[config.mk]
export PLATFORM = sky130hd
export DESIGN_NAME = mux_arb_reg
export DESIGN_NICKNAME = d
export VERILOG_FILES = /design/src/rtl/mux_arb_reg.sv
export SDC_FILE = /design/constraint.sdc
export NUM_CORES = 1
export LEC_CHECK = 0
export BUFFER_PORTS_ARGS = -buffer_cell sky130_fd_sc_hd__buf_4
export CAP_MARGIN = 15
export CORE_MARGIN = 10
export CORE_UTILIZATION = 47
export DETAILED_ROUTE_END_ITERATION = 8
export PLACE_DENSITY = 0.86
export SLEW_MARGIN = 0
export SYNTH_ARGS = -nofsm -noshare
export SYNTH_HDL_FRONTEND = slang
export SYNTH_SLANG_ARGS = --single-unit
[constraint.sdc]
create_clock -name clk -period 4.4 [get_ports clk]
set_clock_uncertainty 0.15 [all_clocks]
set_input_delay 0.88 -clock clk [delete_from_list [all_inputs] [get_ports clk]]
set_output_delay 0.88 -clock clk [all_outputs]
set_load 0.02 [all_outputs]
[src/rtl/mux_arb_reg.sv]
// Registered N-channel selector with valid/ready handshakes on every input and a
// single-entry output register with backpressure. The selection policy is fixed at
// elaboration: external select, fixed priority or round-robin.
module mux_arb_reg #(
    parameter int unsigned WIDTH = 32,
    parameter int unsigned NCH   = 3,
    parameter int unsigned MODE  = 0,
    localparam int unsigned SELW = (NCH > 1) ? $clog2(NCH) : 1
) (
    input  logic                   clk,
    input  logic                   rst,
    input  logic [NCH*WIDTH-1:0]   in_data,
    input  logic [NCH-1:0]         in_valid,
    output logic [NCH-1:0]         in_ready,
    input  logic [SELW-1:0]        sel,
    output logic [WIDTH-1:0]       out_data,
    output logic                   out_valid,
    input  logic                   out_ready,
    output logic [SELW-1:0]        out_ch
);

    logic             load;
    logic             grant_valid;
    logic [SELW-1:0]  g;
    logic [SELW-1:0]  ptr_q;
    logic [SELW-1:0]  next_ptr;
    logic [WIDTH-1:0] chan [NCH];

    // The register accepts a word when empty or when its current word leaves this cycle.
    assign load = !out_valid || out_ready;

    // Unpack the flat input bus into one word per channel.
    always_comb begin
        for (int i = 0; i < int'(NCH); i++) begin
            chan[i] = in_data[i*WIDTH +: WIDTH];
        end
    end

    // Arbitration: pick the granted channel according to the elaborated policy.
    always_comb begin
        int idx;
        grant_valid = 1'b0;
        g           = '0;
        idx         = 0;
        if (MODE == 0) begin
            // An out-of-range select grants nothing.
            if (int'(sel) < int'(NCH)) begin
                grant_valid = in_valid[sel];
                g           = sel;
            end
        end else if (MODE == 2) begin
            // Walk downward so the last hit is the first valid channel at or after ptr.
            for (int k = int'(NCH) - 1; k >= 0; k--) begin
                idx = int'(ptr_q) + k;
                if (idx >= int'(NCH)) begin
                    idx = idx - int'(NCH);
                end
                if (in_valid[SELW'(idx)]) begin
                    grant_valid = 1'b1;
                    g           = SELW'(idx);
                end
            end
        end else begin
            // Fixed priority; also the fallback for any unsupported MODE value.
            for (int i = int'(NCH) - 1; i >= 0; i--) begin
                if (in_valid[SELW'(i)]) begin
                    grant_valid = 1'b1;
                    g           = SELW'(i);
                end
            end
        end
    end

    // Round-robin pointer advances to the channel after the one just served.
    always_comb begin
        if (int'(g) == int'(NCH) - 1) begin
            next_ptr = '0;
        end else begin
            next_ptr = g + SELW'(1);
        end
    end

    // One-hot handshake back to the granted producer; nothing is taken during reset.
    always_comb begin
        in_ready = '0;
        if (!rst && load && grant_valid) begin
            in_ready[g] = 1'b1;
        end
    end

    // Output register: load on transfer, clear valid on drain, hold on stall.
    always_ff @(posedge clk) begin
        if (rst) begin
            out_valid <= 1'b0;
            out_data  <= '0;
            out_ch    <= '0;
            ptr_q     <= '0;
        end else if (load) begin
            if (grant_valid) begin
                out_valid <= 1'b1;
                out_data  <= chan[g];
                out_ch    <= g;
                ptr_q     <= next_ptr;
            end else begin
                out_valid <= 1'b0;
            end
        end
    end

endmodule

==> metrics.cfg, run 1 <==
[clock_tree]
insertion_delay_ps=270
cts_hold_buf=0
clk_pin_slew_ps=70
cts_resized=0
post_cts_buffers=0
cts_max_level=2
cts_made_buffers=5
cts.path.max_buffers=2
cts_sinks=35
clockRootBuffer=clkbuf_8
tritoncts=built

[drt]
first_iter_violations=92
vias=2326
drc=0
postRouteAntennaNets=0
via_per_inst=5.25
wl_mm=7.65
dr.pass1.iters=4
wl_per_cell_um=17.3

[yosys]
syn_nets=356
yosysTopAreaCell=dfxtp_1
synth_area_per_cell_um2=9.44
syn_inst=248
synth_area_mm2=0.00234
synth_top_cell_area_share_pct=29.9
yosysSeqAreaShare_pct=29.9
synth-seq-cells=35
synth_cell_type_count=24
synth.area.top_cells=dfxtp_1, a211oi_2, mux2i_1, a21oi_2, a21oi_1
synth_warnings=0

[global_routing]
grt_start_max_net_pins=39
antenna_found_initial=0
grt_pass1_wl_mm=12.1
first_global_vias=2422
grt.overflow.total=0
grtUsageTotal_pct=17.5

[die]
core_area_mm2=0.00479
start_util_pct=48.9
num_io_pins=142
die_area_mm2=0.00820
std_cell_rows=25
die_h_um=90.6
fp.dieW_um=90.6

[flow_run]
cap_violations=0

[placement]
io_buffers=141
dp_cells=435
routabilityCongestion=0.734
dp_slack_ps=1300
hpwlAfterDp_mm=5.89

[timing]
whs_ps=352
maxSlewViolCount=0
tightest_slew_ps=1080
worst_slack_ps=1320
hold_viol_final=0
tns_ps=0
setup_violations=0
relSlewSlack_pct=27.8
fmax_mhz=325
fin_crit_ps=3080
rsz0062_at_grt=no
fin_crit_sh_pct=69.9

[final_layout]
area_growth_pct=47.7
num-fill-cells=400
final_nets=483
drive_gt1_share_pct=57.7
stdcell_count=443
n_antenna_cell=0

[setup_path]
cp-end-kind=output port
r2r_cells=4
critPathLaunchType=input port
crit_arrival_ps=2050
crit_type=input port to output port
cp_max_fo=19
cp.required_ps=3370

[outcome]
status=completed

[power_and_ir_drop]
ir_worst_vdd_mv=0.170
power_leakage_nw=1.50
power_density_mw_per_mm2=279
total_power_w=0.000966

[hold_path]
holdPathStages=2
min_path_type=flip-flop to flip-flop

[kinds of logic after synthesis]
family / count (synthesis) / synth area share (%)
buffers and inverters: 28 / 7.80
AO/OA/AOI/OAI: 103 / 36.4
AND/OR/NAND/NOR: 45 / 9.62
flip-flops: 35 / 29.9
adder cells (fa/ha/maj): 4 / 2.14
multiplexers: 33 / 14.1
[synthesized netlist by cell type, drive strengths merged]
master and count:
nand2b 2, ha 4, mux2i 33, o21ai 3, o22a 1, dfxtp 35
nand2 2, clkbuf 9, inv 2, a21oi 66, nand3 2, nor3b 3
a211oi 32, buf 17, o22ai 1, nor2 33, nor2b 3
[layout make-up]
type | count | area, µm² | share of cell area (%)
Multi-Input combinational cell | 185 | 1470 | 42.5
Timing Repair Buffer | 146 | 1100 | 31.7
Sequential cell | 35 | 701 | 20.3
Clock buffer | 8 | 100 | 2.89
Tap cell | 67 | 83.8 | 2.42
Inverter | 2 | 7.51 | 0.217
[cell usage in the layout, fill, tap and decap left out, types with 2 or more instances in the layout]
master | Yosys | layout
dfxtp_1 | 35 | 35
buf_4 | 1 | 146
a21oi_1 | 39 | 39
nand2b_1 | 2 | 2
o21ai_0 | 3 | 3
nor3b_2 | 3 | 3
clkbuf_8 | 0 | 7
nand3_1 | 2 | 2
a21oi_2 | 27 | 27
a211oi_2 | 27 | 27
a211oi_1 | 5 | 5
nor2_1 | 32 | 32
ha_1 | 4 | 3
inv_1 | 2 | 2
mux2i_1 | 33 | 33
[worst max-delay path, stage by stage]
cell and delay, ps:
buf_4 140, inv_1 60, ha_2 540, nor3b_2 260
buf_4 160
[state kept, by name, indices dropped and copies added, names as in the netlist]
signal / cells
out_ch: 2
out_data: 32
out_valid: 1
[routing by layer]
| metal | wire length, µm | share of wire (%) | global-route usage [%] |
|---|---|---|---|
| met5 | 0 | 0 | 0 |
| met4 | 57 | 0.74 | 3.71 |
| met3 | 713 | 9.3 | 7.23 |
| met2 | 3790 | 50 | 30.1 |
| met1 | 3090 | 40 | 19.5 |
[worst paths after layout]
path	from	end	slack, ps
worst max-delay path	sel[1]	in_ready[1]	1320
worst min-delay path	out_ch[0]	out_ch[0]	350
worst max register to register	out_valid	out_data[15]	2540
worst min register to register	out_ch[0]	out_ch[0]	350
[power by group]
part	switching (W)	internal, W
clock	0.000108	0.000143
combinational	0.000182	0.000169
sequential	0.0000186	0.000346
[through the flow]
| stage | instance area (µm²) | utilization [%] |
|---|---|---|
| after floorplan | 2340 | - |
| after global placement | 3360 | 70.2 |
| after detailed placement | 3360 | 70.2 |
| after CTS | 3460 | 72.3 |
| after global routing | 3460 | 72.3 |
| final | 3460 | 72.3 |
No activity file was read; power rests on OpenSTA's default activity.
==> run 2, diff against run 1 <==
- CORE_UTILIZATION: 47 -> 39
- PLACE_DENSITY: 0.86 -> 0.76
- clock period: 4.4 -> 2.55 ns (I/O delays scaled with it)
==> metrics.cfg, run 2 (same netlist as run 1, synthesis figures left out) <==
[outcome]
status=completed  ; unchanged

[setup_path]
crit_chain=buf_4 -> mux2i_1 -> o22a_2 -> nor2_4 -> a211oi_1  ; was buf_4 -> inv_1 -> ha_2 -> nor3b_2 -> buf_4
critPathLaunchType=input port  ; unchanged
crit_type=input port to flip-flop  ; was input port to output port
r2r-end=out_data[5]  ; was out_data[15]
crit_end=out_data[5]  ; was in_ready[1]
cpMaxStageDelayCell=nor2_4  ; was ha_2
reg2reg_slack_ps=640  ; was 2540 ps
critPathLaunch=sel[1]  ; unchanged
cp-end-kind=flip-flop  ; was output port
cp.depth=5  ; unchanged
max_stage_delay_ps=840  ; was 540 ps
path_buf_inv=1  ; was 3
path_delay_family=simple AND/OR/NAND/NOR gates  ; was adder cells
r2r_cells=4  ; unchanged
cp_max_fo=32  ; was 19
cp.required_ps=2510  ; was 3370 ps
crit_arrival_ps=2140  ; was 2050 ps
r2r_start=out_valid  ; unchanged

[clock_tree]
cts_sinks=35  ; unchanged
insertion_delay_ps=280  ; was 270 ps
cts.path.max_buffers=2  ; unchanged
cts_hold_buf=0  ; unchanged
clk_pin_slew_ps=70  ; about the same
tritoncts=built  ; unchanged
cts_max_level=2  ; unchanged
cts_made_buffers=5  ; unchanged
post_cts_buffers=0  ; unchanged
clockRootBuffer=clkbuf_8  ; unchanged
cts_resized=0  ; unchanged

[global_routing]
antenna_found_initial=0  ; unchanged
grtUsageTotal_pct=14.9  ; was 17.5%
first_global_vias=2390  ; was 2422
grt_pass1_wl_mm=11.9  ; was 12.1 mm
grt.overflow.total=0  ; unchanged
grt_start_max_net_pins=35  ; was 39

[drt]
postRouteAntennaNets=0  ; unchanged
vias=2321  ; was 2326
wl_per_cell_um=16.6  ; was 17.3 µm
first_iter_violations=34  ; was 92
via_per_inst=5.10  ; was 5.25
wl_mm=7.53  ; was 7.65 mm
dr.pass1.iters=6  ; was 4
drc=0  ; unchanged

[final_layout]
mostFrequentLayoutCell=buf_4  ; unchanged
stdcell_count=455  ; was 443
final_nets=487  ; was 483
max_flop_register=out_data  ; unchanged
drive_gt1_share_pct=58.2  ; was 57.7%
area_growth_pct=49.4  ; was 47.7%
n_antenna_cell=0  ; unchanged
num-fill-cells=555  ; was 400
largest_registers=out_data x32, out_ch x2, out_valid x1  ; unchanged
layout_common_cells=buf_4, a21oi_1, dfxtp_1, mux2i_1, nor2_1  ; unchanged
largest_reg_flops=32  ; unchanged

[power_and_ir_drop]
power_density_mw_per_mm2=478  ; was 279 mW/mm²
power_leakage_nw=1.52  ; was 1.50 nW
ir_worst_vdd_mv=0.237  ; was 0.170 mV

[die]
num_io_pins=142  ; unchanged
start_util_pct=39.8  ; was 48.9%
die_area_mm2=0.00950  ; was 0.00820 mm²
fp.dieW_um=97.5  ; was 90.6 µm
core_area_mm2=0.00589  ; was 0.00479 mm²
std_cell_rows=28  ; was 25
die_h_um=97.5  ; was 90.6 µm

[timing]
worst_slack_ps=367  ; was 1320 ps
relSlewSlack_pct=27.7  ; was 27.8%
fin_crit_sh_pct=85.6
tns_ps=0  ; unchanged
fmax_mhz=458
hold_viol_final=0  ; unchanged
rsz0062_at_grt=no  ; unchanged
setup_violations=0  ; unchanged
maxSlewViolCount=0  ; unchanged
tightest_slew_ps=1080  ; about the same
fin_crit_ps=2180

[placement]
dp_slack_ps=57.0  ; was 1300 ps
routabilityCongestion=0.780  ; was 0.734
dp_cells=447  ; was 435
io_buffers=141  ; unchanged
hpwlAfterDp_mm=5.83  ; was 5.89 mm

[flow_run]
cap_violations=0  ; unchanged

[hold_path]
min_path_type=flip-flop to flip-flop  ; unchanged

## run 2: area by class of cell
class,count,area [µm²],share of cell area [%]
Clock buffer,8,100,2.86
Inverter,2,7.51,0.215
Multi-Input combinational cell,185,1470,42.0
Sequential cell,35,701,20.0
Tap cell,75,93.8,2.68
Timing Repair Buffer,150,1130,32.2
## run 2: how the worst min path moves through the flow
stage | from | end | slack (ps) | depth (start not counted)
after global placement | out_ch[0] | out_ch[0] | 340 | 2
final | out_ch[0] | out_ch[0] | 340 | 2
after global routing | out_ch[0] | out_ch[0] | 360 | 2
after detailed placement | out_ch[0] | out_ch[0] | 330 | 2
after floorplan | out_ch[0] | out_ch[0] | 400 | 2
after CTS | out_ch[0] | out_ch[0] | 340 | 2
## run 2: worst reg2reg max path: cells and delay by family (launching register included)
family / cells / cell delay, ps
compound gates: 1 / 190
flops: 1 / 310
simple gates: 3 / 1080
## run 2: per-stage QoR
step                      hold WS [ps]  total power (W)  util [%]  cell area, µm²
after floorplan                    404          0.00101         -            2340
after detailed placement           335          0.00125      57.7            3400
after global placement             339          0.00124      57.7            3400
after CTS                          344          0.00169      59.4            3500
final                              343          0.00167      59.4            3500
after global routing               356          0.00176      59.4            3500
## run 2: power by group
group / internal, W / switching, W
Clock: 0.000247 / 0.000191
Combinational: 0.000294 / 0.000310
Sequential: 0.000597 / 0.0000322
Total: 0.00114 / 0.000534
## run 2: metal layers
| layer | track usage (%) | part of all wire (%) | vias up |
|---|---|---|---|
| li1 | - | - | 1159 |
| met1 | 17.5 | 45 | 1060 |
| met2 | 24.6 | 46 | 97 |
| met3 | 6.40 | 8.4 | 5 |
| met4 | 2.68 | 0.69 | 0 |
| met5 | 0 | 0 | - |
==> run 3, diff against run 2 <==
- CORE_ASPECT_RATIO: not set -> 0.9
==> metrics.cfg, run 3 (same netlist as run 1, synthesis figures left out) <==
[final_layout]
fin_area_mm2=0.00350  ; about the same
largest_registers=out_data x32, out_ch x2, out_valid x1  ; unchanged
mostFrequentLayoutCell=buf_4  ; unchanged
largest_reg_flops=32  ; unchanged
stdcell_count=449  ; was 455
n_antenna_cell=0  ; unchanged
area_growth_pct=49.4  ; about the same
max_flop_register=out_data  ; unchanged
layout_common_cells=buf_4, a21oi_1, dfxtp_1, mux2i_1, nor2_1  ; unchanged
final_nets=488  ; was 487
drive_gt1_share_pct=58.0  ; was 58.2%

[flow_run]
cap_violations=0  ; unchanged

[global_routing]
antenna_found_initial=0  ; unchanged
grt_pass1_wl_mm=13.1  ; was 11.9 mm
first_global_vias=2560  ; was 2390
grtUsageTotal_pct=17.0  ; was 14.9%
grt.overflow.total=0  ; unchanged
grt_start_max_net_pins=35  ; unchanged

[hold_path]
holdPathStages=2  ; unchanged
hold_path_end=out_ch[0]  ; unchanged
min_path_type=flip-flop to flip-flop  ; unchanged
worstHoldStart=out_ch[0]  ; unchanged

[timing]
tns_ps=0  ; unchanged
fin_crit_ps=2150  ; was 2180 ps
whs_ps=340  ; was 343 ps
setup_violations=0  ; unchanged
hold_viol_final=0  ; unchanged
rsz0062_at_grt=no  ; unchanged
tightest_slew_ps=550  ; was 1080 ps
maxSlewViolCount=0  ; unchanged
relSlewSlack_pct=63.3  ; was 27.7%
fin_crit_sh_pct=84.2  ; was 85.6%
fmax_mhz=466  ; was 458 MHz

[power_and_ir_drop]
comb_power_share_pct=38.1  ; was 36.2%
netSwitchingPower_w=0.000546  ; was 0.000534 W
total_power_w=0.00163  ; was 0.00167 W
ir_worst_vdd_mv=0.211  ; was 0.237 mV
power_leakage_nw=1.52  ; about the same
internal-power_w=0.00108  ; was 0.00114 W
clkPwrFrac_pct=23.1  ; was 26.2%
power_density_mw_per_mm2=465  ; was 478 mW/mm²
switching_share_pct=33.6  ; was 31.9%
p_seq_share_pct=38.8  ; was 37.6%

[clock_tree]
cts_hold_buf=0  ; unchanged
cts_sinks=35  ; unchanged
post_cts_buffers=0  ; unchanged
clk_pin_slew_ps=70  ; about the same
cts_made_buffers=5  ; unchanged
cts_resized=0  ; unchanged
tritoncts=built  ; unchanged
clockRootBuffer=clkbuf_8  ; unchanged
cts.path.max_buffers=2  ; unchanged
cts_max_level=2  ; unchanged
insertion_delay_ps=280  ; about the same

[setup_path]
r2r_cells=5  ; was 4
reg2reg_slack_ps=840  ; was 640 ps
cp_max_fo=6  ; was 32
crit_arrival_ps=1490  ; was 2140 ps
r2r-end=out_data[5]  ; unchanged
r2r_start=out_valid  ; unchanged
crit_type=input port to output port  ; was input port to flip-flop
critPathLaunchType=input port  ; unchanged
cp.required_ps=1890  ; was 2510 ps
cp-end-kind=output port  ; was flip-flop

[drt]
via_per_inst=5.20  ; was 5.10
dr.pass1.iters=4  ; was 6
postRouteAntennaNets=0  ; unchanged
first_iter_violations=122  ; was 34
vias=2337  ; was 2321
drc=0  ; unchanged
wl_per_cell_um=18.3  ; was 16.6 µm
wl_mm=8.20  ; was 7.53 mm

[placement]
hpwlAfterDp_mm=6.28  ; was 5.83 mm
dpl_cell_area_mm2=0.00342  ; was 0.00340 mm²
dp_cells=443  ; was 447
routabilityCongestion=0.764  ; was 0.780
io_buffers=141  ; unchanged

[die]
core_area_mm2=0.00576  ; was 0.00589 mm²
die_h_um=93.5  ; was 97.5 µm
start_util_pct=40.7  ; was 39.8%
die_area_mm2=0.00951  ; was 0.00950 mm²
num_io_pins=142  ; unchanged
std_cell_rows=26  ; was 28
fp.dieW_um=102  ; was 97.5 µm

[outcome]
status=completed  ; unchanged

[run 3: cell types whose count changed in the layout (fill, tap and decap cells not counted)]
cell	delta
clkbuf_8	-2
buf_12	+2
buf_4	-1
[run 3: critical path: stages]
cell and delay [ps]:
buf_4 140, ha_1 250, nor2b_4 150, nand2_4 80, nor3b_2 180, buf_4 170
[run 3: per-stage QoR]
stage                     util, %  setup WS (ps)
final                        60.7            402
after global routing         60.7            359
after CTS                    60.7            399
after global placement       59.5            409
after detailed placement     59.5            356
after floorplan                 -            201
[run 3: how the worst max path moves through the flow]
stage / start / to / slack [ps] / cells past startpoint
final: sel[0] / in_ready[1] / 400 / 6
after detailed placement: sel[0] / out_data[6] / 360 / 6
after floorplan: sel[0] / in_ready[0] / 200 / 6
after CTS: sel[0] / in_ready[1] / 400 / 6
after global routing: sel[0] / in_ready[0] / 360 / 6
after global placement: sel[1] / out_data[8] / 410 / 8
[run 3: per-layer routing]
layer	global-route usage (%)	vias to the layer above	share of wire, %
li1	-	1158	-
met1	18.4	1075	39
met2	29.4	102	47
met3	8.61	2	13
met4	2.86	0	0.22
met5	0	-	0
[run 3: power by group through the flow]
stage | logic (W) | clock network, W | registers, W
2_1_floorplan | 0.000310 | 0 | 0.000699
3_3_place_gp | 0.000613 | 0 | 0.000640
3_5_place_dp | 0.000625 | 0 | 0.000642
4_1_cts | 0.000625 | 0.000385 | 0.000631
5_1_grt | 0.000672 | 0.000413 | 0.000637
6_report | 0.000620 | 0.000375 | 0.000631
[run 3: area by class of cell]
cell class	count	area, µm²
timing repair buffer	151	1160
tap	70	87.6
fill	520	2260
clock buffer	6	72.6
multi-input combinational	185	1470
inverter	2	7.51
sequential	35	701
